## src/rtl/rv32i_ctrl_pkg.sv

```systemverilog
// Shared encodings for the multi-cycle RV32I main control FSM:
// opcodes, state enum, datapath select encodings and the control vector.
package rv32i_ctrl_pkg;

    localparam logic [6:0] OpcOp     = 7'b0110011;
    localparam logic [6:0] OpcOpImm  = 7'b0010011;
    localparam logic [6:0] OpcLoad   = 7'b0000011;
    localparam logic [6:0] OpcStore  = 7'b0100011;
    localparam logic [6:0] OpcBranch = 7'b1100011;
    localparam logic [6:0] OpcJal    = 7'b1101111;
    localparam logic [6:0] OpcJalr   = 7'b1100111;
    localparam logic [6:0] OpcLui    = 7'b0110111;
    localparam logic [6:0] OpcAuipc  = 7'b0010111;

    typedef enum logic [3:0] {
        StFetch, StDecode, StExecR, StExecI, StMemAddr, StMemRd, StMemWr, StWbAlu,
        StWbMem, StBranch, StJal, StJalr, StLui, StAuipc, StTrap
    } state_e;

    typedef enum logic [1:0] {AluOpAdd = 2'b00, AluOpBranch = 2'b01, AluOpFunct = 2'b10} alu_op_e;
    typedef enum logic [1:0] {PcSrcAlu = 2'b00, PcSrcAluOut = 2'b01, PcSrcJalr = 2'b10} pc_src_e;
    typedef enum logic [1:0] {WbAluOut = 2'b00, WbMdr = 2'b01, WbPc = 2'b10} wb_sel_e;
    typedef enum logic [1:0] {
        AluAPc = 2'b00, AluARs1 = 2'b01, AluAOldPc = 2'b10, AluAZero = 2'b11
    } alu_src_a_e;
    typedef enum logic [1:0] {AluBRs2 = 2'b00, AluBFour = 2'b01, AluBImm = 2'b10} alu_src_b_e;
    typedef enum logic [1:0] {
        TrapNone = 2'b00, TrapIllegal = 2'b01, TrapTimeout = 2'b10
    } trap_cause_e;

    typedef struct packed {
        logic        mem_req;
        logic        mem_we;
        logic        addr_sel;
        logic        ir_write;
        logic        pc_write;
        pc_src_e     pc_src;
        logic        reg_write;
        wb_sel_e     wb_sel;
        alu_src_a_e  alu_src_a;
        alu_src_b_e  alu_src_b;
        alu_op_e     alu_op;
        logic        trap;
        trap_cause_e trap_cause;
    } ctrl_t;

endpackage

```

## src/rtl/ctrl_out_decode.sv

```systemverilog
// Combinational state -> control-vector decoder; only mem_ready and
// branch_taken gate individual enables.
module ctrl_out_decode
    import rv32i_ctrl_pkg::*;
(
    input  state_e      state_i,
    input  logic        mem_ready_i,
    input  logic        branch_taken_i,
    input  trap_cause_e cause_i,
    output ctrl_t       ctrl_o
);

    always_comb begin
        ctrl_o = '0;
        unique case (state_i)
            StFetch: begin
                ctrl_o.mem_req   = 1'b1;
                ctrl_o.alu_src_a = AluAPc;
                ctrl_o.alu_src_b = AluBFour;
                ctrl_o.ir_write  = mem_ready_i;
                ctrl_o.pc_write  = mem_ready_i;
                ctrl_o.pc_src    = PcSrcAlu;
            end
            StDecode, StAuipc: begin
                ctrl_o.alu_src_a = AluAOldPc;
                ctrl_o.alu_src_b = AluBImm;
            end
            StExecR: begin
                ctrl_o.alu_src_a = AluARs1;
                ctrl_o.alu_src_b = AluBRs2;
                ctrl_o.alu_op    = AluOpFunct;
            end
            StExecI: begin
                ctrl_o.alu_src_a = AluARs1;
                ctrl_o.alu_src_b = AluBImm;
                ctrl_o.alu_op    = AluOpFunct;
            end
            StLui: begin
                ctrl_o.alu_src_a = AluAZero;
                ctrl_o.alu_src_b = AluBImm;
            end
            StMemAddr: begin
                ctrl_o.alu_src_a = AluARs1;
                ctrl_o.alu_src_b = AluBImm;
            end
            StMemRd: begin
                ctrl_o.mem_req  = 1'b1;
                ctrl_o.addr_sel = 1'b1;
            end
            StMemWr: begin
                ctrl_o.mem_req  = 1'b1;
                ctrl_o.mem_we   = 1'b1;
                ctrl_o.addr_sel = 1'b1;
            end
            StWbAlu: begin
                ctrl_o.reg_write = 1'b1;
                ctrl_o.wb_sel    = WbAluOut;
            end
            StWbMem: begin
                ctrl_o.reg_write = 1'b1;
                ctrl_o.wb_sel    = WbMdr;
            end
            StBranch: begin
                ctrl_o.alu_src_a = AluARs1;
                ctrl_o.alu_src_b = AluBRs2;
                ctrl_o.alu_op    = AluOpBranch;
                ctrl_o.pc_src    = PcSrcAluOut;
                ctrl_o.pc_write  = branch_taken_i;
            end
            StJal: begin
                ctrl_o.reg_write = 1'b1;
                ctrl_o.wb_sel    = WbPc;
                ctrl_o.pc_write  = 1'b1;
                ctrl_o.pc_src    = PcSrcAluOut;
            end
            StJalr: begin
                // Register file captures the pre-edge PC (PC+4) while PC loads the target.
                ctrl_o.alu_src_a = AluARs1;
                ctrl_o.alu_src_b = AluBImm;
                ctrl_o.pc_src    = PcSrcJalr;
                ctrl_o.pc_write  = 1'b1;
                ctrl_o.reg_write = 1'b1;
                ctrl_o.wb_sel    = WbPc;
            end
            StTrap: begin
                ctrl_o.trap       = 1'b1;
                ctrl_o.trap_cause = cause_i;
            end
            default: ;
        endcase
    end

endmodule

```

## src/rtl/multicycle_main_ctrl.sv

```systemverilog
// Main control FSM of the multi-cycle RV32I core: state register, next-state
// dispatch, sticky trap cause and the memory-wait watchdog.
module multicycle_main_ctrl
    import rv32i_ctrl_pkg::*;
#(
    parameter int unsigned MEM_TIMEOUT = 16
) (
    input  logic       clk,
    input  logic       rst,
    input  logic [6:0] opcode,
    input  logic       branch_taken,
    input  logic       mem_ready,
    output logic       mem_req,
    output logic       mem_we,
    output logic       addr_sel,
    output logic       ir_write,
    output logic       pc_write,
    output logic [1:0] pc_src,
    output logic       reg_write,
    output logic [1:0] wb_sel,
    output logic [1:0] alu_src_a,
    output logic [1:0] alu_src_b,
    output logic [1:0] ALU_OP,
    output logic       trap,
    output logic [1:0] trap_cause
);

    localparam int unsigned CntW = (MEM_TIMEOUT > 0) ? $clog2(MEM_TIMEOUT + 1) : 1;
    localparam logic [CntW-1:0] CntLimit = CntW'(MEM_TIMEOUT);
    localparam logic WdogEn = (MEM_TIMEOUT != 0);

    state_e          state_q, state_d;
    trap_cause_e     cause_q, cause_d;
    logic [CntW-1:0] cnt_q, cnt_d;
    ctrl_t           ctrl_raw, ctrl;
    logic            waiting, timeout;

    ctrl_out_decode u_decode (
        .state_i        (state_q),
        .mem_ready_i    (mem_ready),
        .branch_taken_i (branch_taken),
        .cause_i        (cause_q),
        .ctrl_o         (ctrl_raw)
    );

    assign waiting = ctrl_raw.mem_req && !mem_ready;
    // A ready on the limit cycle still completes the access.
    assign timeout = WdogEn && waiting && (cnt_q == CntLimit);

    always_comb begin
        state_d = state_q;
        cause_d = cause_q;
        unique case (state_q)
            StFetch:   if (mem_ready) state_d = StDecode;
            StDecode: begin
                case (opcode)
                    OpcOp:              state_d = StExecR;
                    OpcOpImm:           state_d = StExecI;
                    OpcLoad, OpcStore:  state_d = StMemAddr;
                    OpcBranch:          state_d = StBranch;
                    OpcJal:             state_d = StJal;
                    OpcJalr:            state_d = StJalr;
                    OpcLui:             state_d = StLui;
                    OpcAuipc:           state_d = StAuipc;
                    default: begin
                        state_d = StTrap;
                        cause_d = TrapIllegal;
                    end
                endcase
            end
            StExecR, StExecI, StLui, StAuipc: state_d = StWbAlu;
            StMemAddr: state_d = opcode[5] ? StMemWr : StMemRd;
            StMemRd:   if (mem_ready) state_d = StWbMem;
            StMemWr:   if (mem_ready) state_d = StFetch;
            StWbAlu, StWbMem, StBranch, StJal, StJalr: state_d = StFetch;
            StTrap:    state_d = StTrap;
            default:   state_d = StTrap;
        endcase
        if (timeout) begin
            state_d = StTrap;
            cause_d = TrapTimeout;
        end
    end

    always_comb begin
        cnt_d = cnt_q;
        if (state_d != state_q) begin
            cnt_d = '0;
        end else if (WdogEn && waiting) begin
            cnt_d = cnt_q + CntW'(1);
        end
    end

    always_ff @(posedge clk) begin
        if (rst) begin
            state_q <= StFetch;
            cause_q <= TrapNone;
            cnt_q   <= '0;
        end else begin
            state_q <= state_d;
            cause_q <= cause_d;
            cnt_q   <= cnt_d;
        end
    end

    // Reset silences every output, aborting any in-flight request.
    assign ctrl = rst ? '0 : ctrl_raw;

    assign mem_req    = ctrl.mem_req;
    assign mem_we     = ctrl.mem_we;
    assign addr_sel   = ctrl.addr_sel;
    assign ir_write   = ctrl.ir_write;
    assign pc_write   = ctrl.pc_write;
    assign pc_src     = ctrl.pc_src;
    assign reg_write  = ctrl.reg_write;
    assign wb_sel     = ctrl.wb_sel;
    assign alu_src_a  = ctrl.alu_src_a;
    assign alu_src_b  = ctrl.alu_src_b;
    assign ALU_OP     = ctrl.alu_op;
    assign trap       = ctrl.trap;
    assign trap_cause = ctrl.trap_cause;

endmodule

```

## config.mk

```make
export PLATFORM = sky130hd
export DESIGN_NAME = multicycle_main_ctrl
export DESIGN_NICKNAME = d
export VERILOG_FILES = /design/src/rtl/rv32i_ctrl_pkg.sv /design/src/rtl/ctrl_out_decode.sv /design/src/rtl/multicycle_main_ctrl.sv
export SDC_FILE = /design/constraint.sdc
export NUM_CORES = 1
export LEC_CHECK = 0
export CAP_MARGIN = 20
export CORE_MARGIN = 8
export CORE_UTILIZATION = 50
export CTS_BUF_LIST = sky130_fd_sc_hd__clkbuf_4 sky130_fd_sc_hd__clkbuf_8
export CTS_CLUSTER_SIZE = 28
export DETAILED_ROUTE_END_ITERATION = 6
export GPL_TIMING_DRIVEN = 0
export HOLD_SLACK_MARGIN = 0.15
export PLACE_DENSITY = 0.82
export SETUP_SLACK_MARGIN = 0.02
export SYNTH_ARGS = -nofsm -noshare
export SYNTH_HDL_FRONTEND = slang
export SYNTH_SLANG_ARGS = --single-unit
```

## constraint.sdc

```tcl
create_clock -name clk -period 2.2 [get_ports clk]
set_input_delay 0.55 -clock clk [delete_from_list [all_inputs] [get_ports clk]]
set_output_delay 0.55 -clock clk [all_outputs]
set_load 0.02 [all_outputs]
```

Yosys cells after proc, flatten, opt, wreduce, memory -nomap -nowiden

Cells that the tools add are included.

Bits in registers: 11
Latch bits: 0
RAM bits: 0
ROM bits: 0
Input bits: 11
Output and inout port bits: 19
Logic and storage cells: 72
Memories kept: 0

$add $sub $neg: 1
Multipliers: 0
Div/mod/pow operators: 0
$lt $le $gt $ge: 0
Equal/unequal tests: 26
Shift-type cells: 0
Mux-type cells: 20
Bitwise gates (word level): 1
Reduce and logical (&&, ||, !) cells: 20

Operator list:

| kind                | count |
|---|---|
| $pmux 4 s8          | 1 |
| $eq 4x4->1 const B  | 7 |
| $pmux 4 s7          | 1 |
| $eq 7x6->1 const B  | 3 |
| $eq 7x7->1 const B  | 3 |
| $pmux 4 s5          | 1 |
| $mux 19             | 1 |
| $eq 4x3->1 const B  | 4 |
| $mux 4              | 4 |
| $reduce_or 2->1     | 8 |
| $eq 7x5->1 const B  | 2 |
| $pmux 3 s4          | 1 |
| $pmux 3 s3          | 1 |
| $reduce_or 9->1     | 1 |
| $eq 4x2->1 const B  | 2 |
| $mux 2              | 4 |
| $eq 7x2->1 const B  | 1 |
| $reduce_or 3->1     | 2 |
| $add 5x1->5 const B | 1 |
| $eq 5x5->1 const B  | 1 |
| $reduce_or 5->1     | 1 |
| $eq 4x1->1 const B  | 1 |
| $logic_not 4->1     | 1 |
| $mux 1              | 4 |
| 10 further kinds    | 12 |

Depth between registers and ports, before layout

Gate-level depths: netlist of run 1.

Word-level depth: 8
Depth in mapped cells: 8
Gate-level depth less buffers: 8

Cells and area by module

A second synthesis of run 1 with hierarchy kept.

Cells, all modules: 168
Area total of the unflattened synthesis: 1214.9 um^2

Modules (own cells, without submodules):

| module               | times used | cells each | area each (um^2) | seq. area each (um^2) |
|---|---|---|---|---|
| multicycle_main_ctrl | 1          | 124        | 952.2            | 220.2 |
| ctrl_out_decode      | 1          | 44         | 262.8            | 0.0 |

Least setup slack after synthesis of run 1

Ideal clock, no wire load.

Kind: reg-to-output
From: register state_q[3]
To: output trap_cause[1]
Arrival: 1.791 ns
Required time: 1.650 ns
Path slack: -0.141 ns
Stages on the path, launching flop included: 5
Path buffers: 1
Cells stage by stage: dfxtp_1 -> clkbuf_1 -> nand3_1 -> nor3_1 -> and2_1

Longest elaborated chain between the ends: 3

Ends and longest elaborated chain:

| item                   | RTL line                    | RTL |
|---|---|---|
| from (decl)            | multicycle_main_ctrl.sv:32  | `state_e state_q, state_d;` |
| from (signal assigned) | multicycle_main_ctrl.sv:96  | `state_q <= StFetch;` |
| from (signal assigned) | multicycle_main_ctrl.sv:100 | `state_q <= state_d;` |
| $eq 4x4->1             | ctrl_out_decode.sv:15       | `unique case (state_i)` |
| $mux 3                 | ctrl_out_decode.sv:15       |  |
| $mux 19                | multicycle_main_ctrl.sv:107 | `assign ctrl = rst ? '0 : ctrl_raw;` |
| to (decl)              | multicycle_main_ctrl.sv:25  | `output logic [1:0] trap_cause` |

No other way between the ends.

Worst setup path after layout of run 1

From: register cnt_q[0]
To: register cnt_q[1]

Longest elaborated chain between the ends: 5
Elaborated cells between the ends (all ways): 6
Those cells by class: 1 x add/sub; 2 x eq/ne; 1 x mux; 2 x reduce/logical

Ends and longest elaborated chain:

| item                             | RTL line                    | RTL |
|---|---|---|
| from (decl)                      | multicycle_main_ctrl.sv:34  | `logic [CntW-1:0] cnt_q, cnt_d;` |
| from (signal assigned)           | multicycle_main_ctrl.sv:102 | `cnt_q <= cnt_d;` |
| $eq 5x5->1                       | multicycle_main_ctrl.sv:48  | `assign timeout = WdogEn && waiting && (cnt_q == CntLimit);` |
| $logic_and 1x1->1                | multicycle_main_ctrl.sv:48  |  |
| $mux 4                           | multicycle_main_ctrl.sv:79  | `if (timeout) begin` |
| $ne 4x4->1                       | multicycle_main_ctrl.sv:87  | `if (state_d != state_q) begin` |
| $reduce_or 2->1 (no source line) | --                          |  |

Several ways; a longest one is shown, not always the timed one.
A chain may end at the register's enable or synchronous reset.

==> flow_summary.toml, run 1 <==
[synth]
syn-instance-count = 163
postSynthAreaPerCell_um2 = 7.01
yosys_register_bits = 11
syn-num-nets = 176
syn_area_mm2 = 0.00114
yosysWarnings = 0
synth-async-reset-ratio_pct = 0
synth_enable_flop_cells = 0
yosysUniqueCellTypes = 44
synth_flop_cell = "sky130_fd_sc_hd__dfxtp_1"
yosysSeqAreaShare_pct = 19.3

[grt]
global_route.usage.total_pct = 17.9
antenna_found_initial = 0
grt_pass1_vias = 1282
grt_pass1_wl_um = 6110
grt_max_degree = 11
grt-ovfl-total = 0

[route]
dr_pass1_iterations = 5
wirelength_um = 4280
number_of_antenna_violating_nets_in_the_routed_design = 0
vias_per_cell = 6.36
drc = 0
avgRoutedWirePerCell_um = 18.8
vias = 1449
initialDrtViolationCount = 122

[worst_setup_path]
r2r-end = "cnt_q[1]$_SDFFE_PP0P_"
worst_ep_arrival_time_ns = 2.39
critical_path_maximum_fanout = 5
type_of_element_launching_the_critical_path = "flop"
cp.required_ns = 2.38
crit-reg2reg-launch = "cnt_q[0]$_SDFFE_PP0P_"
critPathBufInv = 2
crit_path_start = "cnt_q[0]$_SDFFE_PP0P_"
slowest_delay_ns = 0.53
rr_worst_depth = 8
reg2reg_setup_slack_ns = -0.004
cp_top_family = "simple AND/OR/NAND/NOR gates"
critical_path.cell_chain = "inv_1 -> ha_1 -> nor4bb_2 -> nand2_1 -> a21oi_1 -> a311oi_2 -> buf_4 -> nor4b_2"
critical-path-slowest-cell = "sky130_fd_sc_hd__nor4bb_2"
worstSetupEndpointType = "flop"
critical_path_class = "reg -> reg"

[sta]
hold_violations = 0
relSlewSlack_pct = 63.6
setup_ws_ns = -0.00447
grt_setup_unrepaired = "true"
final_min_period_over_clock_period_pct = 100
hold_ws_ns = 0.476
fin_skew_ns = 0.00224
fmax_mhz = 454
final_number_of_setup_violating_endpoints = 1
worstMarginPinSlew_ns = 0.538
drv_slew = 0
final.setup.tns_ns = -0.00447
period_needed_ns = 2.20

[die]
die-height_um = 63.8
floorplan.die_area_mm2 = 0.00407
rows = 17
die-width_um = 63.8
floorplan.core_area_mm2 = 0.00219
floorplan.io_pins = 30
initial_core_util_pct = 52.1

[finish]
diodes = 0
syn_to_layout_area_delta_pct = 45.2
fillCellCount = 163
finish.utilization_pct = 75.7
layout.cells.most_common = "sky130_fd_sc_hd__nor2_1"
area_of_the_multi_input_gates_um2 = 948
regArea_um2 = 229
most-common-layout-cells = "sky130_fd_sc_hd__nor2_1, sky130_fd_sc_hd__nand2_1, sky130_fd_sc_hd__a21oi_1"
finalNetCount = 214
final_layout_size_suffix_gt1_share_pct = 33.0

[worst_hold_path]
holdCritPathClass = "reg -> reg"
hold-path-cell-count = 2
hold_path_end = "cause_q[1]$_SDFFE_PP0P_"
start_point_of_the_worst_hold_path = "cause_q[1]$_SDFFE_PP0P_"

[clock_network]
clk_lat_worst_skew_ns = 0.27
hold_buffers = 0
cts_buffers = 3
cts.htree.levels = 1
cts.sink_count = 11
cts_tree = "built"
cts-root-to-sink-buffers = 2
clkSlewWorstSetupHoldPaths_ns = 0.06
cts_root_buffer = "sky130_fd_sc_hd__clkbuf_4"

[place]
gp_routability_congestion = 0.870
place.port_buffers = 28
dp.final_hpwl_um = 2710
place_ws_ns = -0.700

[power_and_ir_drop]
power_per_cell_area_mw_per_mm2 = 1160
leakagePower_nw = 0.691
vdd_ir_drop_max_mv = 0.864

[run_status]
status = "complete, but fails checks"
violations = "negative setup slack"

[run]
maxCapViolCount = 0
[cell families after synthesis]
group | after synthesis | synth area share, %
mux | 2 | 1.75
fa+ha+maj | 2 | 2.19
compound gates | 40 | 24.6
simple gates | 85 | 40.1
flops | 11 | 19.3
xor+xnor | 5 | 4.49
buf+inv | 18 | 7.56
[worst max path at each step]
stage / cells after the start / slack (ns) / to
after floorplan: 3 / 0.04 / trap_cause[0]
after global placement: 6 / -0.62 / pc_write
after detailed placement: 8 / -0.70 / alu_src_a[1]
after CTS: 8 / 0.02 / alu_src_a[1]
after global routing: 8 / -0.08 / cnt_q[1]$_SDFFE_PP0P_
final: 8 / -0.004 / cnt_q[1]$_SDFFE_PP0P_
[synth_stat cells (2+ instances only)]
cell                       instances  area [µm²]
sky130_fd_sc_hd__nor2b_1           2        12.5
sky130_fd_sc_hd__mux2i_1           2        20.0
sky130_fd_sc_hd__and2_1            5        31.3
sky130_fd_sc_hd__nor3_1           10        50.1
sky130_fd_sc_hd__buf_6             2        22.5
sky130_fd_sc_hd__o21ai_0          12        60.1
sky130_fd_sc_hd__nand4_1           3        18.8
sky130_fd_sc_hd__nand2_1          15        56.3
sky130_fd_sc_hd__nand3_1           4        20.0
sky130_fd_sc_hd__and3_1            4        25.0
sky130_fd_sc_hd__ha_1              2        25.0
sky130_fd_sc_hd__nor4_1            3        18.8
sky130_fd_sc_hd__dfxtp_1          11         220
sky130_fd_sc_hd__a21oi_1          15        75.1
sky130_fd_sc_hd__buf_2             3        15.0
sky130_fd_sc_hd__clkbuf_1          7        26.3
sky130_fd_sc_hd__inv_1             6        22.5
sky130_fd_sc_hd__nand3b_1          2        15.0
sky130_fd_sc_hd__xnor2_1           4        35.0
sky130_fd_sc_hd__nand2b_1          5        31.3
sky130_fd_sc_hd__a311oi_2          2        30.0
sky130_fd_sc_hd__nor2_1           22        82.6
[what timing repair did]
action,4_1_cts,5_1_grt
pin swaps,2,2
setup endpoints to repair,24,21
buffers inserted,2,3
gates resized for setup,86,37
[power breakdown]
| part | internal [mW] | switching (mW) | leakage, nW | total, mW |
|---|---|---|---|---|
| clock network | 0.0825 | 0.0628 | 0.0184 | 0.145 |
| registers | 0.251 | 0.0638 | 0.0913 | 0.315 |
| logic | 0.615 | 0.853 | 0.582 | 1.47 |
[worst reg2reg max path, delay by kind of cell (launching register included)]
family,cells,cell delay [ns]
AO/OA/AOI/OAI,2,0.36
adder cells (fa/ha/maj),1,0.17
buffers and inverters,2,0.29
flip-flops,1,0.33
AND/OR/NAND/NOR,3,0.98
[layer usage]
layer  vias up  track usage [%]  routed length [µm]
li1        653                -                   -
met1       650             21.7                1640
met2       122             29.5                1990
met3        24             5.40                 481
met4         0             5.57                 167
met5         -                0                   0
[flip-flops by register name, indices dropped and copies added (netlist names)]
register,flops
state_q,4
cause_q,2
cnt_q,5
[stage by stage]
step / instances / power [mW] / cell area (µm²)
6_report: 228 / 1.93 / 1660
3_5_place_dp: 219 / 1.50 / 1470
5_1_grt: 228 / 2.03 / 1660
4_1_cts: 225 / 1.68 / 1540
2_1_floorplan: 163 / 1.15 / 1150
3_3_place_gp: 219 / 1.45 / 1470
[cell type report]
| cell class | count | area share (%) |
|---|---|---|
| inverters | 6 | 1.36 |
| well taps | 28 | 2.11 |
| clock buffers | 4 | 1.81 |
| multi-input cells | 134 | 57.2 |
| flip-flops and latches | 11 | 13.8 |
| plain buffers | 12 | 7.69 |
| repair buffers | 33 | 16.1 |
Note: power is estimated with default switching activity, not from simulation.
==> run 2: changes to the inputs <==
CORE_ASPECT_RATIO = 1.25   (was default)
==> flow_summary.toml, run 2 (same netlist as run 1, synthesis figures left out) <==
[grt]
met2_usage_pct = 32.8
grt-ovfl-total = 0
globalRouteMet3Util_pct = 2.23
grt_pass1_vias = 1351
antenna_found_initial = 0
gr-max-usage-layer = "met2"
grt_pass1_wl_um = 6110
global_route.usage.total_pct = 18.5
grt_max_degree = 11
grt_use_met1_pct = 19.5

[die]
initial_core_util_pct = 52.2
rows = 19
floorplan.core_area_mm2 = 0.00219
floorplan.io_pins = 30
floorplan.die_area_mm2 = 0.00408
die-height_um = 69.4
die-width_um = 58.8

[clock_network]
clkSlewWorstSetupHoldPaths_ns = 0.07
cts.htree.levels = 1
cts_tree = "built"
cts_root_buffer = "sky130_fd_sc_hd__clkbuf_4"
cts_buffers = 3
cts.sink_count = 11
cts-root-to-sink-buffers = 2
clk_lat_worst_skew_ns = 0.27

[place]
dp.final_hpwl_um = 2760
place.port_buffers = 28
gp_routability_congestion = 0.870
area_after_dpl_mm2 = 0.00147
place_ws_ns = -0.676

[worst_setup_path]
critical_path_class = "in -> reg"
r2r-end = "cnt_q[4]$_SDFFE_PP0P_"
cp.required_ns = 2.39
type_of_element_launching_the_critical_path = "primary input"
critical_path.cell_chain = "clkdlybuf4s50_1 -> nor4_2 -> o21ai_1 -> o32ai_4 -> o21ai_2 -> nor4b_2"
slowest_delay_ns = 0.51
crit-reg2reg-launch = "state_q[2]$_SDFF_PP0_"
crit_path_start = "opcode[3]"
reg2reg_setup_slack_ns = 0.21
critical-path-slowest-cell = "sky130_fd_sc_hd__clkdlybuf4s50_1"
worst_ep_arrival_time_ns = 2.32
rr_worst_depth = 7
critical_path_maximum_fanout = 5
worstSetupEndpointType = "flop"

[finish]
largest_register_ff_count = 5
layout.cells.most_common = "sky130_fd_sc_hd__nor2_1"
finish.utilization_pct = 75.6
final_design_area_no_fill_mm2 = 0.00165
syn_to_layout_area_delta_pct = 44.8
final_layout_size_suffix_gt1_share_pct = 31.3
regMostFlops = "cnt_q"
diodes = 0
finalNetCount = 215
largestRegisters = "cnt_q: 5 flops, state_q: 4 flops, cause_q: 2 flops"
most-common-layout-cells = "sky130_fd_sc_hd__nor2_1, sky130_fd_sc_hd__nand2_1, sky130_fd_sc_hd__a21oi_1"

[run]
maxCapViolCount = 0

[route]
number_of_antenna_violating_nets_in_the_routed_design = 0
vias_per_cell = 5.91
wirelength_um = 3860
dr_pass1_iterations = 4
avgRoutedWirePerCell_um = 16.6
initialDrtViolationCount = 70
drc = 0
vias = 1370

[worst_hold_path]
hold_path_end = "cause_q[0]$_SDFFE_PP0P_"
start_point_of_the_worst_hold_path = "cause_q[0]$_SDFFE_PP0P_"
holdCritPathClass = "reg -> reg"
hold-path-cell-count = 2

[run_status]
status = "finished clean"

[sta]
relSlewSlack_pct = 68.2
hold_violations = 0
setup_ws_ns = 0.0774
final_min_period_over_clock_period_pct = 96.5
period_needed_ns = 2.12
drv_slew = 0
final_number_of_setup_violating_endpoints = 0
fin_skew_ns = 0.0110
fmax_mhz = 471
worstMarginPinSlew_ns = 0.470
grt_setup_unrepaired = "true"
final.setup.tns_ns = 0

[power_and_ir_drop]
leakagePower_nw = 0.671
power_per_cell_area_mw_per_mm2 = 1140
vdd_ir_drop_max_mv = 0.760
power.total_mw = 1.88
## run 2: cell types whose count changed in the layout (fill, tap and decap cells not counted), sizes merged
cell,change
buf,+2
clkdlybuf4s50,+2
dlymetal6s2s,-2
clkbuf,-2
clkdlybuf4s15,+1
## run 2: worst max-delay path by stage
stage | to | cells after the start
after floorplan | trap_cause[0] | 3
after CTS | alu_src_a[1] | 8
after global placement | alu_src_a[1] | 8
final | cnt_q[1]$_SDFFE_PP0P_ | 6
after detailed placement | pc_write | 6
after global routing | cnt_q[1]$_SDFFE_PP0P_ | 6
## run 2: layout make-up
class	count	area, µm²
clock buffers	4	30.0
inverters	6	22.5
flip-flops and latches	11	230
repair buffers	34	272
well taps	31	38.8
fillers	177	533
plain buffers	12	130
multi-input cells	134	931
## run 2: what timing repair did
action / 4_1_cts / 5_1_grt
endpoints found under the setup margin: 24 / 22
endpoints found under the hold margin: 0 / 0
pin swaps: 1 / 2
hold buffers: 0 / 0
buffers inserted: 1 / 5
resized for setup: 86 / 32
## run 2: report_power, final
| group | internal (mW) | switching (mW) | leakage (nW) |
|---|---|---|---|
| logic | 0.620 | 0.798 | 0.561 |
| registers | 0.252 | 0.0590 | 0.0916 |
| clock network | 0.0826 | 0.0672 | 0.0184 |
| total | 0.955 | 0.924 | 0.671 |
## run 2: metal layers
metal / vias to the layer above / part of all wire (%)
li1: 655 / -
met1: 640 / 37
met2: 61 / 55
met3: 14 / 4.1
met4: 0 / 3.6
met5: - / 0
## run 2: per-stage QoR
| stage | std cells | hold WS [ns] |
|---|---|---|
| floorplan | 163 | 0.436 |
| global route | 232 | 0.501 |
| detailed placement | 222 | 0.470 |
| global placement | 222 | 0.455 |
| finish | 232 | 0.475 |
| CTS | 227 | 0.480 |
## run 2: critical path: cells and delay by family
family	cells	cell delay, ns
compound gates	3	0.58
buf+inv	1	0.51
simple gates	2	0.67
